File: config.mk
export PLATFORM = sky130hd
export DESIGN_NAME = truth_table_sequencer
export DESIGN_NICKNAME = d
export VERILOG_FILES = /design/src/rtl/truth_table_sequencer.sv
export SDC_FILE = /design/constraint.sdc
export NUM_CORES = 1
export LEC_CHECK = 0
export BUFFER_PORTS_ARGS = -buffer_cell sky130_fd_sc_hd__buf_4
export CAP_MARGIN = 10
export CORE_ASPECT_RATIO = 1.75
export CORE_MARGIN = 2
export CORE_UTILIZATION = 55
export CTS_CLUSTER_SIZE = 12
export DETAILED_ROUTE_END_ITERATION = 6
export PLACE_DENSITY_LB_ADDON = 0.08
export REMOVE_ABC_BUFFERS = 1
export SETUP_SLACK_MARGIN = 0.05
export SLEW_MARGIN = 20
export SYNTH_ARGS = -nofsm -noshare
export SYNTH_HDL_FRONTEND = slang
export SYNTH_SLANG_ARGS = --single-unit
File: constraint.sdc
create_clock -name clk -period 3.2 [get_ports clk]
set_input_delay 0.16 -clock clk [delete_from_list [all_inputs] [get_ports clk]]
set_output_delay 0.16 -clock clk [all_outputs]
set_load 0.02 [all_outputs]
File: src/rtl/truth_table_sequencer.sv
// Sweeps all 16 input vectors of a 4-input/2-output combinational block,
// captures its x/y responses and scores them against expected truth tables.
module truth_table_sequencer #(
    parameter int SETTLE = 1
) (
    input  logic        clk,
    input  logic        rst_n,
    input  logic        start,
    input  logic        abort,
    input  logic [15:0] exp_x,
    input  logic [15:0] exp_y,
    input  logic        x_in,
    input  logic        y_in,
    output logic        a,
    output logic        b,
    output logic        c,
    output logic        d,
    output logic        busy,
    output logic        done,
    output logic [15:0] table_x,
    output logic [15:0] table_y,
    output logic [4:0]  mismatch_cnt,
    output logic [3:0]  first_fail,
    output logic        fail_seen,
    output logic        pass
);

    localparam logic [3:0] SETTLE_C = 4'(SETTLE);

    typedef enum logic [1:0] {S_IDLE, S_WAIT, S_SAMPLE, S_DONE} state_t;

    state_t      state_q;
    logic [3:0]  idx_q;
    logic [3:0]  cnt_q;
    logic [3:0]  drv_q;
    logic [15:0] exp_x_q;
    logic [15:0] exp_y_q;
    logic [15:0] tx_q;
    logic [15:0] ty_q;
    logic [4:0]  mcnt_q;
    logic [3:0]  ff_q;
    logic        fs_q;
    logic        busy_q;
    logic        done_q;
    logic        pass_q;
    logic        sample_bad;

    assign sample_bad = (x_in != exp_x_q[idx_q]) || (y_in != exp_y_q[idx_q]);

    always_ff @(posedge clk or negedge rst_n) begin
        if (!rst_n) begin
            state_q <= S_IDLE;
            idx_q   <= '0;
            cnt_q   <= '0;
            drv_q   <= '0;
            exp_x_q <= '0;
            exp_y_q <= '0;
            tx_q    <= '0;
            ty_q    <= '0;
            mcnt_q  <= '0;
            ff_q    <= '0;
            fs_q    <= 1'b0;
            busy_q  <= 1'b0;
            done_q  <= 1'b0;
            pass_q  <= 1'b0;
        end else begin
            // NOTE: non-blocking default then override; the last assignment in the block wins.
            done_q <= 1'b0;
            if (abort && (state_q == S_WAIT || state_q == S_SAMPLE)) begin
                // Abort beats sampling: this cycle's x/y is dropped, prior captures stay.
                state_q <= S_IDLE;
                idx_q   <= '0;
                cnt_q   <= '0;
                drv_q   <= '0;
                busy_q  <= 1'b0;
            end else begin
                case (state_q)
                    S_IDLE: begin
                        if (start) begin
                            state_q <= S_WAIT;
                            idx_q   <= '0;
                            cnt_q   <= SETTLE_C;
                            drv_q   <= '0;
                            exp_x_q <= exp_x;
                            exp_y_q <= exp_y;
                            tx_q    <= '0;
                            ty_q    <= '0;
                            mcnt_q  <= '0;
                            ff_q    <= '0;
                            fs_q    <= 1'b0;
                            pass_q  <= 1'b0;
                            busy_q  <= 1'b1;
                        end
                    end
                    S_WAIT: begin
                        if (cnt_q == 4'd0) state_q <= S_SAMPLE;
                        else               cnt_q   <= cnt_q - 4'd1;
                    end
                    S_SAMPLE: begin
                        tx_q[idx_q] <= x_in;
                        ty_q[idx_q] <= y_in;
                        if (sample_bad) begin
                            mcnt_q <= mcnt_q + 5'd1;
                            if (!fs_q) begin
                                fs_q <= 1'b1;
                                ff_q <= idx_q;
                            end
                        end
                        if (idx_q != 4'd15) begin
                            idx_q   <= idx_q + 4'd1;
                            drv_q   <= idx_q + 4'd1;
                            cnt_q   <= SETTLE_C;
                            state_q <= S_WAIT;
                        end else begin
                            // Pass uses the final vector's result, which is not yet in mcnt_q.
                            state_q <= S_DONE;
                            drv_q   <= '0;
                            busy_q  <= 1'b0;
                            done_q  <= 1'b1;
                            pass_q  <= (mcnt_q == 5'd0) && !sample_bad;
                        end
                    end
                    S_DONE:  state_q <= S_IDLE;
                    default: state_q <= S_IDLE;
                endcase
            end
        end
    end

    assign {a, b, c, d}  = drv_q;
    assign busy          = busy_q;
    assign done          = done_q;
    assign table_x       = tx_q;
    assign table_y       = ty_q;
    assign mismatch_cnt  = mcnt_q;
    assign first_fail    = ff_q;
    assign fail_seen     = fs_q;
    assign pass          = pass_q;

endmodule

-- Word level (Yosys, flattened, before mapping)
Index checks and enable logic that the tools add are counted.
- flip-flop bits (word level): 91
- bits of input ports: 38
- output and inout bits: 49
- word-level logic and storage cells: 103
- $add $sub $neg: 3
- magnitude comparators: 2
- eq/ne operators: 15
- multiplexer cells: 46
- bitwise operators: 1
- reductions and logical operators: 22
- operators by type and width (kind ; number):
    16-bit case mux with 2 select lines ; 2
    4-bit two-way mux ; 11
    16-bit bitwise mux ; 2
    4-bit case mux with 2 select lines ; 3
    16-bit two-way mux ; 1
    1-bit two-way mux ; 12
    4-bit case mux with 3 select lines ; 1
    3-bit AND reduction ; 4
    4-bit AND reduction ; 3
    5-bit two-way mux ; 2
    5-bit case mux with 2 select lines ; 1
    3-bit != test, second input constant ; 3
    1-bit binary-select mux with 4-bit select ; 2
    2-bit two-way mux ; 4
    2-bit != test, second input constant ; 4
    2-bit case mux with 4 select lines ; 1
    3-bit by 1-bit != test with 1-bit output, second input constant ; 2
    1-bit case mux with 2 select lines ; 3
    5-bit by 1-bit adder with 5-bit output, second input constant ; 1
    5-bit zero test ; 1
    4-bit by 5-bit less-than comparator with 1-bit output, second input constant ; 1
    5-bit AND reduction ; 1
    4-bit by 1-bit adder with 4-bit output, second input constant ; 1
    1-bit demux with 4-bit select ; 1
    other kinds (16) ; 22

-- Logic depth before layout (Yosys ltp)
Gate-level depths: netlist (run 1).
- depth in word-level cells: 8
- mapped depth: 9
- depth with buffers taken out: 8

-- Least setup slack after synthesis (run 1)
No wires, ideal clock.
- kind: reg-to-reg
- start point: reg state_q[0]
- end point: reg tx_q[3], in the netlist table_x[3]
- library setup time: 122 ps
- data arrival time: 2141 ps
- required time: 3078 ps
- path slack: 937 ps
- stages on the path, launching flop included: 10
- buffers on the path: 2
- clock period less this slack: 2263 ps
- cells stage by stage: dfrtp_1 -> inv_1 -> ha_1 -> clkbuf_1 -> clkinv_1 -> o21a_1 -> nor2_1 -> buf_2 -> a31oi_1 -> a32o_1
- longest elaborated chain between the ends: 5
- elaborated cells between the ends (all ways): 10
- those cells by class: 3 x eq/ne; 1 x mux; 1 x bitwise; 5 x reduce/logical
- RTL lines (item ; line ; source):
    start, declared ; 32 ; state_t state_q;
    start signal, assigned ; 52 ; state_q <= S_IDLE;
    start signal, assigned ; 71 ; state_q <= S_IDLE;
    start signal, assigned ; 80 ; state_q <= S_WAIT;
    2-bit by 1-bit == test with 1-bit output / 2-bit == test (equally long branches) ; 69, 77 ;
    1-bit logical OR ; 69 ; if (abort && (state_q == S_WAIT || state_q == S_SAMPLE)) begin
    1-bit logical AND ; 69 ;
    1-bit inverter (no line) ; n/a ;
    3-bit AND reduction (no line) ; n/a ;
    end signal, assigned by index ; 100 ; tx_q[idx_q] <= x_in;
    end, declared ; 38 ; logic [15:0] tx_q;
Parallel ways exist; a longest one is shown, timed or not.
A chain may end at the register's enable or synchronous reset.

-- Worst setup path after layout (run 1)
- start point: reg idx_q[0]
- end point: reg mcnt_q[0], in the netlist mismatch_cnt[0]
- longest elaborated chain between the ends: 6
- elaborated cells between the ends (all ways): 9
- those cells by class: 3 x eq/ne; 4 x mux; 2 x reduce/logical
- RTL lines (item ; line ; source):
    start, declared ; 33 ; logic [3:0] idx_q;
    start signal, assigned ; 110 ; idx_q <= idx_q + 4'd1;
    1-bit binary-select mux with 4-bit select ; 48 ; assign sample_bad = (x_in != exp_x_q[idx_q]) || (y_in != exp_y_q[idx_q]);
    1-bit two-way mux (not written as such) ; 48 ;
    1-bit != test ; 48 ;
    1-bit logical OR (*) ; 48 ;
    2-bit != test (no line) (*) ; n/a ;
    4-bit AND reduction (no line) (*) ; n/a ;
    end signal, assigned ; 103 ; mcnt_q <= mcnt_q + 5'd1;
    end, declared ; 40 ; logic [4:0] mcnt_q;
Every way passes the cells marked *; elsewhere a longest branch is shown, timed or not. The select of a mux whose other input is x is not followed.

==> results of run 1 <==
## cells in the mapped netlist (2+ instances only)
master and count:
dfrtp_1 91, a32o_1 32, mux2_2 32, nand2_1 25, clkbuf_1 20, o21ai_0 17
inv_1 16, a31oi_1 15, mux2i_1 15, ha_1 12, nor2_1 11, nand3_1 9
a21oi_1 8, o211ai_1 7, and2_1 5, nor3_1 5, nor4_1 4, mux4_2 3
nor2b_1 3, o31ai_1 3, or3_1 3, xor2_1 3, a211oi_1 2, a22o_1 2
a22oi_1 2, and3_1 2, buf_2 2, buf_6 2, nand4_1 2, o21a_1 2
o21ai_1 2
## kinds of logic (layout without fill, tap and decap cells)
| family | Yosys count | in the layout | share of synthesized area |
|---|---|---|---|
| mux | 51 | 51 | 0.137 |
| compound gates | 98 | 98 | 0.170 |
| flops | 91 | 91 | 0.518 |
| xor+xnor | 4 | 4 | 0.00797 |
| simple gates | 76 | 76 | 0.0882 |
| fa+ha+maj | 12 | 12 | 0.0341 |
| buf+inv | 43 | 137 | 0.0444 |
## routing by layer
metal  wire, um  vias to the layer above  part of all wire  track usage
met1       3910                     1705              0.40        0.275
met3        409                       18             0.041       0.0411
met5          0                        -                 0            0
met2       5370                       96              0.54        0.431
li1           -                     1596                 -            -
met4        203                        0             0.021        0.108
## registers in the layout (all words and copies together) (netlist names), 2 cells and up
| name | count |
|---|---|
| exp_y_q | 16 |
| table_x | 16 |
| exp_x_q | 16 |
| drv_q | 4 |
| mismatch_cnt | 5 |
| state_q | 2 |
| cnt_q | 4 |
| first_fail | 4 |
| idx_q | 4 |
| table_y | 16 |
## final timing paths
| path | from | endpoint | slack [ns] | depth (start not counted) |
|---|---|---|---|---|
| max in group asynchronous | rst_n | exp_x_q[0] | 2.12 | 3 |
| setup reg to reg | idx_q[0] | mismatch_cnt[0] | 0.75 | 7 |
| hold / removal | exp_x[6] | exp_x_q[6] | 0.06 | 2 |
| min in group asynchronous | rst_n | cnt_q[2] | 0.34 | 2 |
| hold reg to reg | table_y[12] | table_y[12] | 0.49 | 1 |
| setup / recovery | idx_q[0] | mismatch_cnt[0] | 0.75 | 7 |
## through the flow
step	area, sq um	hold WS (ns)	power [mW]	setup WS (ns)	util
4_1_cts	5440	0.0502	4.63	0.745	0.692
2_1_floorplan	4270	-0.136	3.01	0.321	-
6_report	5440	0.0557	4.58	0.745	0.692
3_3_place_gp	5160	0.157	3.56	0.816	0.656
3_5_place_dp	5160	0.163	3.66	0.758	0.656
5_1_grt	5440	0.0570	4.90	0.521	0.692
## final cells by class
cell class              count  share of cell area
clock inverters             4             0.00483
flip-flops and latches     91               0.419
inverters                  17              0.0117
well taps                  90              0.0207
clock buffers              12              0.0453
multi-input cells         241               0.355
repair buffers            104               0.144
## power breakdown
part	internal (mW)	switching, mW	total, mW
Clock	0.546	0.416	0.963
Sequential	1.49	0.221	1.71
Combinational	0.851	1.06	1.91
Total	2.88	1.70	4.58
## repair_timing
| action | 4_1_cts | 5_1_grt |
|---|---|---|
| buffers inserted | 0 | 0 |
| hold buffers | 1 | 0 |
| endpoints found under the setup margin | 0 | 0 |
| endpoints found under the hold margin | 37 | 0 |
==> impl_metrics.py, run 1 <==
metrics = {
    "cts": {
        "cts.sinks": 91,
        "clk_pin_slew_worst_paths_ns": 0.06,
        "cts_resized": 0,
        "numCtsBuffers": 9,
        "htree_num_levels": 3,
        "clock_latency_ns": 0.34,
        "ctsLongestPathBuffers": 2,
        "cts_tree": "yes",
        "clockRootBuffer": "clkbuf_16",
    },
    "place": {
        "dpl.hpwl_mm": 7.33,
        "gp_congestion": 0.913,
        "dp.cells": 542,
        "io_buffers": 86,
    },
    "pwr": {
        "power.leakage_nw": 2.49,
        "ir_drop_v": 0.000490,
        "p_per_area_nw_per_um2": 843,
    },
    "logic_synthesis": {
        "ys.warnings.count": 0,
        "synth_flop_cell": "dfrtp_1",
        "netlist_area_sq_um": 4400,
        "ys_seq_elements": 91,
        "postSynthAreaPerCell_sq_um": 11.7,
        "synthTopCellsByArea": "dfrtp_1 (52%), mux2_2 (8.2%), a32o_1 (7.3%), ha_1 (3.4%), mux2i_1 (3.4%)",
        "synth-async-reset-ratio": 1.00,
        "synthCells": 375,
        "netlist.area_leader.share": 0.518,
        "yosys.area.top_type": "dfrtp_1",
        "synth-seq-area-share": 0.518,
        "ys_types": 49,
        "synth-edff-count": 0,
    },
    "die": {
        "start_util": 0.560,
        "die_x_um": 71.6,
        "row_count": 43,
        "die_h_um": 122,
        "core_sq_um": 7860,
        "io_pins": 87,
        "dieArea_sq_um": 8760,
    },
    "status": {
        "run_status": "finished clean",
    },
    "critical_path": {
        "critical_path.most_common_cell": "mux2i_1",
        "critPathMaxFanout": 14,
        "crit_arrival_ns": 2.71,
        "worstSetupStartpointType": "flop",
        "cp_cell_sequence": "buf_4, mux2i_1, mux4_2, xor2_1, a22oi_4, o21a_1, mux2i_1",
        "cp_slowest_cell": "mux4_2",
        "required_ns": 3.45,
        "path_delay_family": "multiplexers",
        "crit_type": "reg -> reg",
        "worstSetupEndpointType": "flop",
        "critPathBufInv": 1,
        "slowest_delay_ns": 0.48,
    },
    "timing": {
        "hold_viol": 0,
        "slew_headroom": 0.567,
        "rsz0062_at_grt": "false",
        "clock.fmax_mhz": 407,
        "skew_ns": 0.00903,
        "setup_viol": 0,
        "post-route-period-util": 0.767,
        "drv_slew": 0,
        "fin_crit_ns": 2.45,
        "fin_tns_setup_ns": 0,
        "worst_slew_pin_slew_ns": 0.650,
    },
    "grt": {
        "grt_max_degree": 40,
        "track_usage": 0.240,
        "grt_antenna_before_repair": 0,
        "grt_pass1_wl_mm": 16.4,
        "gr-total-overflow": 0,
        "grt_pass1_vias": 3512,
    },
    "layout": {
        "final_nets": 514,
        "multiInputGateArea_sq_um": 1930,
        "layout-drive-gt1-share": 0.335,
        "mostFrequentLayoutCell": "buf_4",
        "diodes": 0,
        "final_cell_mix": "buf_4 (103), dfrtp_1 (91), mux2_2 (32), a32o_1 (32), nand2_1 (25)",
        "area_growth_syn_to_layout_pct": 23.6,
        "sequential_cell_area_sq_um": 2280,
        "final_cell_count_no_fill": 559,
        "nFillCells": 628,
    },
    "drt": {
        "wire_per_inst_um": 17.7,
        "drc_errors": 0,
        "via_count": 3415,
        "viasPerCell": 6.11,
        "drtPass1Iterations": 6,
        "dr.first_iter.drc_count": 154,
        "antenna_left": 0,
        "drt-total-wl_mm": 9.89,
    },
    "hold_path": {
        "hp-class": "in -> reg",
    },
    "job": {
        "max_cap_violations": 0,
    },
}
Note: power is estimated with default switching activity, not from simulation.
==> inputs of run 2 (changes only) <==
==> constraint.sdc (replaced) <==
create_clock -name clk -period 2.4 [get_ports clk]
set_input_delay 0.12 -clock clk [delete_from_list [all_inputs] [get_ports clk]]
set_output_delay 0.12 -clock clk [all_outputs]
set_load 0.02 [all_outputs]
==> run 2 against run 1 <==
  * Setup slack worse by 0.53 ns
  * Critical endpoint is now table_y[2]
  * Count of clock-buffer cells in the layout stayed put
  * Clock skew is 0.0032 ns lower
  * Critical path type unchanged
  * Routed wire length is 0.88% higher
  * Final area is 1.7% higher
  * Clock power is 37% higher
  * Die area stayed put
  * Non-clock buffer count is 8 higher
  * Via count is 0.79% higher
  * Highest routed layer unchanged
  * Final cell count is 1.4% higher
==> impl_metrics.py, run 2 (synthesized netlist as in run 1, its figures left out) <==
metrics = {
    "status": {
        "run_status": "finished clean",
    },
    "cts": {
        "htree_num_levels": 3,
        "clockRootBuffer": "clkbuf_16",
        "clk_pin_slew_worst_paths_ns": 0.06,
        "clock_latency_ns": 0.34,
        "cts.sinks": 91,
        "cts_setup_buffers": 0,
        "cts_tree": "yes",
        "ctsLongestPathBuffers": 2,
        "numCtsBuffers": 9,
    },
    "drt": {
        "dr.first_iter.drc_count": 214,
        "drc_errors": 0,
        "viasPerCell": 6.07,
        "via_count": 3442,
        "drt-total-wl_mm": 9.98,
        "wire_per_inst_um": 17.6,
        "antenna_left": 0,
        "drtPass1Iterations": 4,
    },
    "timing": {
        "clock.fmax_mhz": 457,
        "post-route-period-util": 0.912,
        "drv_slew": 0,
        "slew_headroom": 0.659,
        "fin_crit_ns": 2.19,
        "rsz0062_at_grt": "false",
        "worst_slew_pin_slew_ns": 0.512,
        "hold-worst-slack_ns": 0.0114,
        "setup_viol": 0,
        "setup_slack_ns": 0.210,
        "skew_ns": 0.00580,
        "hold_viol": 0,
        "fin_tns_setup_ns": 0,
    },
    "die": {
        "die_x_um": 71.6,
        "row_count": 43,
        "io_pins": 87,
        "dieArea_sq_um": 8760,
        "die_h_um": 122,
        "start_util": 0.560,
        "core_sq_um": 7860,
    },
    "critical_path": {
        "worstSetupEndpointType": "flop",
        "worstSetupStartpointType": "flop",
        "critPathMaxFanout": 15,
        "rrSetupSlack_ns": 0.21,
        "crit_arrival_ns": 2.42,
        "required_ns": 2.63,
        "crit_type": "reg -> reg",
        "critical_path.startpoint": "state_q[0]",
        "regToRegStartpoint": "state_q[0]",
    },
    "hold_path": {
        "hp-class": "in -> reg",
        "worstHoldStart": "exp_y[10]",
    },
    "place": {
        "dpl.hpwl_mm": 7.29,
        "gp_congestion": 0.836,
        "io_buffers": 86,
        "post-place-ws_ns": 0.105,
    },
    "pwr": {
        "power.leakage_nw": 2.54,
        "ir_drop_v": 0.000694,
        "total_power_mw": 6.27,
        "p_per_area_nw_per_um2": 1130,
    },
    "layout": {
        "area_growth_syn_to_layout_pct": 25.8,
        "utilization": 0.705,
        "mostFrequentLayoutCell": "buf_4",
        "layout-drive-gt1-share": 0.350,
        "diodes": 0,
        "final_nets": 522,
        "final_cell_mix": "buf_4 (109), dfrtp_1 (91), mux2_2 (32), a32o_1 (32), nand2_1 (25)",
        "nFillCells": 581,
    },
    "grt": {
        "grt_pass1_wl_mm": 16.4,
        "track_usage": 0.241,
        "grt_antenna_before_repair": 0,
        "grt_pass1_vias": 3469,
        "gr-total-overflow": 0,
        "grt_max_degree": 54,
    },
    "job": {
        "max_cap_violations": 0,
    },
}
[run 2: changes by cell type in the layout (fill, tap and decap cells not counted), sizes merged]
cell	before	now
clkinv	4	3
buf	103	111
clkinvlp	1	2
[run 2: routing by layer]
metal  vias to the layer above  global-route usage  routed length, um
li1                       1607                   -                  -
met1                      1726               0.278               3930
met2                        96               0.425               5420
met3                        13              0.0353                441
met4                         0               0.127                184
met5                         -                   0                  0
[run 2: worst max-delay path, cell delays in order (launching register included)]
cell     delay (ns)
dfrtp_1        0.41
inv_1          0.09
ha_1           0.32
and2_1         0.26
nor2_1         0.32
buf_4          0.28
a31oi_1        0.14
a32o_1         0.25
[run 2: what timing repair did]
item	in CTS	in global routing
endpoints found under the setup margin	0	10
resized for setup	0	1
hold buffers	1	0
hold endpoints to repair	38	0
[run 2: metrics by stage]
step | instances | cell area, sq um
finish | 567 | 5530
global route | 567 | 5530
CTS | 567 | 5530
detailed placement | 550 | 5240
global placement | 550 | 5240
floorplan | 349 | 4270
[run 2: final timing paths]
path / to / cells after the start
worst min register to register: drv_q[0] / 2
worst max-delay path: table_y[2] / 7
min in group asynchronous: cnt_q[0] / 2
worst min-delay path: exp_y_q[10] / 2
max in group asynchronous: exp_x_q[4] / 3
worst max register to register: table_y[2] / 7
[run 2: report_power, final]
| group | switching (mW) | internal [mW] |
|---|---|---|
| Sequential | 0.315 | 1.98 |
| Combinational | 1.43 | 1.22 |
| Clock | 0.565 | 0.755 |
[run 2: layout make-up]
cell class              instances  area (sq um)  area share
clock inverters                 4          25.0     0.00452
well taps                      90           113      0.0203
repair buffers                112           868       0.157
multi-input cells             241          1930       0.349
flip-flops and latches         91          2280       0.411
clock buffers                  12           256      0.0463
inverters                      17          63.8      0.0115
==> inputs of run 3 (changes only) <==
--- a/config.mk
+++ b/config.mk
@@ -12,7 +12,7 @@
 export CORE_UTILIZATION = 55
 export CTS_CLUSTER_SIZE = 12
 export DETAILED_ROUTE_END_ITERATION = 6
-export PLACE_DENSITY_LB_ADDON = 0.08
+export PLACE_DENSITY_LB_ADDON = 0.2
 export REMOVE_ABC_BUFFERS = 1
 export SETUP_SLACK_MARGIN = 0.05
 export SLEW_MARGIN = 20
==> run 3 against run 2 <==
  * Non-clock buffer count fell by 2
  * Routed wire length rose by 5.0%
  * Sequential power barely moved
  * Global-route usage rose by 1.0 points
  * Critical endpoint is now first_fail[2]
==> impl_metrics.py, run 3 (synthesized netlist as in run 1, its figures left out) <==
metrics = {
    "status": {
        "run_status": "finished clean",
    },
    "drt": {
        "wire_per_inst_um": 18.5,
        "drc_errors": 0,
        "viasPerCell": 6.13,
        "dr.first_iter.drc_count": 214,
        "antenna_left": 0,
        "via_count": 3466,
        "drtPass1Iterations": 5,
        "drt-total-wl_mm": 10.5,
    },
    "cts": {
        "htree_num_levels": 3,
        "clock_latency_ns": 0.34,
        "clockRootBuffer": "clkbuf_16",
        "cts.sinks": 91,
        "cts_setup_buffers": 0,
        "ctsLongestPathBuffers": 2,
        "numCtsBuffers": 9,
        "clk_pin_slew_worst_paths_ns": 0.07,
        "cts_tree": "yes",
    },
    "layout": {
        "sequential_cell_area_sq_um": 2280,
        "diodes": 0,
        "area_growth_syn_to_layout_pct": 26.4,
        "mostFrequentLayoutCell": "buf_4",
        "multiInputGateArea_sq_um": 1940,
        "final_cell_mix": "buf_4 (105), dfrtp_1 (91), mux2_2 (32), a32o_1 (32), nand2_1 (25)",
        "utilization": 0.708,
        "final_nets": 520,
        "layout-drive-gt1-share": 0.352,
        "nFillCells": 593,
    },
    "hold_path": {
        "hp-class": "in -> reg",
    },
    "place": {
        "gp_congestion": 0.874,
        "post-place-ws_ns": 0.0389,
        "dpl.hpwl_mm": 7.59,
        "io_buffers": 86,
    },
    "timing": {
        "clock.fmax_mhz": 445,
        "hold_viol": 0,
        "worst_slew_pin_slew_ns": 0.557,
        "slew_headroom": 0.628,
        "drv_slew": 0,
        "rsz0062_at_grt": "true",
        "setup_viol": 0,
        "fin_tns_setup_ns": 0,
        "post-route-period-util": 0.936,
        "setup_slack_ns": 0.154,
        "fin_crit_ns": 2.25,
        "skew_ns": 0.0131,
    },
    "pwr": {
        "swShare": 0.375,
        "seqPwrFrac": 0.366,
        "p_sw_mw": 2.38,
        "internal-power_mw": 3.97,
        "p_clk_frac": 0.216,
        "p_per_area_nw_per_um2": 1140,
        "ir_drop_v": 0.000737,
        "comb_power_share": 0.418,
        "power.leakage_nw": 2.55,
        "total_power_mw": 6.35,
    },
    "die": {
        "die_h_um": 122,
        "core_sq_um": 7860,
        "io_pins": 87,
        "row_count": 43,
        "dieArea_sq_um": 8760,
        "die_x_um": 71.6,
        "start_util": 0.560,
    },
    "critical_path": {
        "required_ns": 2.60,
        "worstSetupEndpointType": "flop",
        "critPathBufInv": 1,
        "cp_slowest_cell": "mux4_1",
        "crit_arrival_ns": 2.45,
        "cp_cell_sequence": "buf_12, mux4_1, nand4_1, o21ai_1, nor4_2, o21a_2, o211ai_1",
        "path_delay_family": "multiplexers",
        "crit_type": "reg -> reg",
        "critPathMaxFanout": 14,
        "slowest_delay_ns": 0.61,
        "worstSetupStartpointType": "flop",
    },
    "grt": {
        "grt_pass1_wl_mm": 17.0,
        "grt_pass1_vias": 3481,
        "track_usage": 0.251,
        "grt_antenna_before_repair": 0,
        "grt_max_degree": 50,
        "gr-total-overflow": 0,
    },
    "job": {
        "max_cap_violations": 0,
    },
}
[run 3: final cells by class]
| type | count | area share |
|---|---|---|
| flip-flops and latches | 91 | 0.410 |
| well taps | 90 | 0.0203 |
| clock inverters | 5 | 0.00788 |
| multi-input cells | 241 | 0.349 |
| clock buffers | 11 | 0.0455 |
| inverters | 17 | 0.0115 |
| repair buffers | 110 | 0.156 |
[run 3: timing repair]
action / CTS / global route
gates cloned: 0 / 0
endpoints found under the setup margin: 4 / 20
resized for setup: 1 / 2
hold endpoints to repair: 42 / 1
hold buffers: 1 / 1
[run 3: final timing paths]
check                           start             to  slack (ns)  cells past startpoint
min in group asynchronous       rst_n       cnt_q[1]        0.31                      2
hold / removal               exp_x[4]     exp_x_q[4]       0.002                      2
setup / recovery             idx_q[0]  first_fail[2]        0.15                      7
setup reg to reg             idx_q[0]  first_fail[2]        0.15                      7
hold reg to reg            table_y[4]     table_y[4]        0.49                      1
max in group asynchronous       rst_n    exp_x_q[11]        1.44                      3
[run 3: stage by stage]
step | area, sq um | hold slack [ns] | cells
after floorplan | 4270 | -0.176 | 349
after detailed placement | 5230 | 0.145 | 547
after global placement | 5230 | 0.137 | 547
after global routing | 5560 | 0.00169 | 565
final | 5560 | 0.00186 | 565
after CTS | 5540 | 0.000602 | 564
[run 3: layer usage]
| metal | GRT usage | up-vias | part of all wire |
|---|---|---|---|
| li1 | - | 1601 | - |
| met1 | 0.284 | 1742 | 0.37 |
| met2 | 0.457 | 109 | 0.56 |
| met3 | 0.0509 | 14 | 0.042 |
| met4 | 0.0955 | 0 | 0.020 |
| met5 | 0 | - | 0 |
[run 3: power by group through the flow]
stage                     clock (mW)  sequential, mW  combinational [mW]
after global routing            1.46            2.37                2.91
after floorplan                    0            2.38                1.63
final                           1.37            2.32                2.65
after CTS                       1.40            2.33                2.65
after detailed placement           0            2.35                2.63
after global placement             0            2.33                2.53
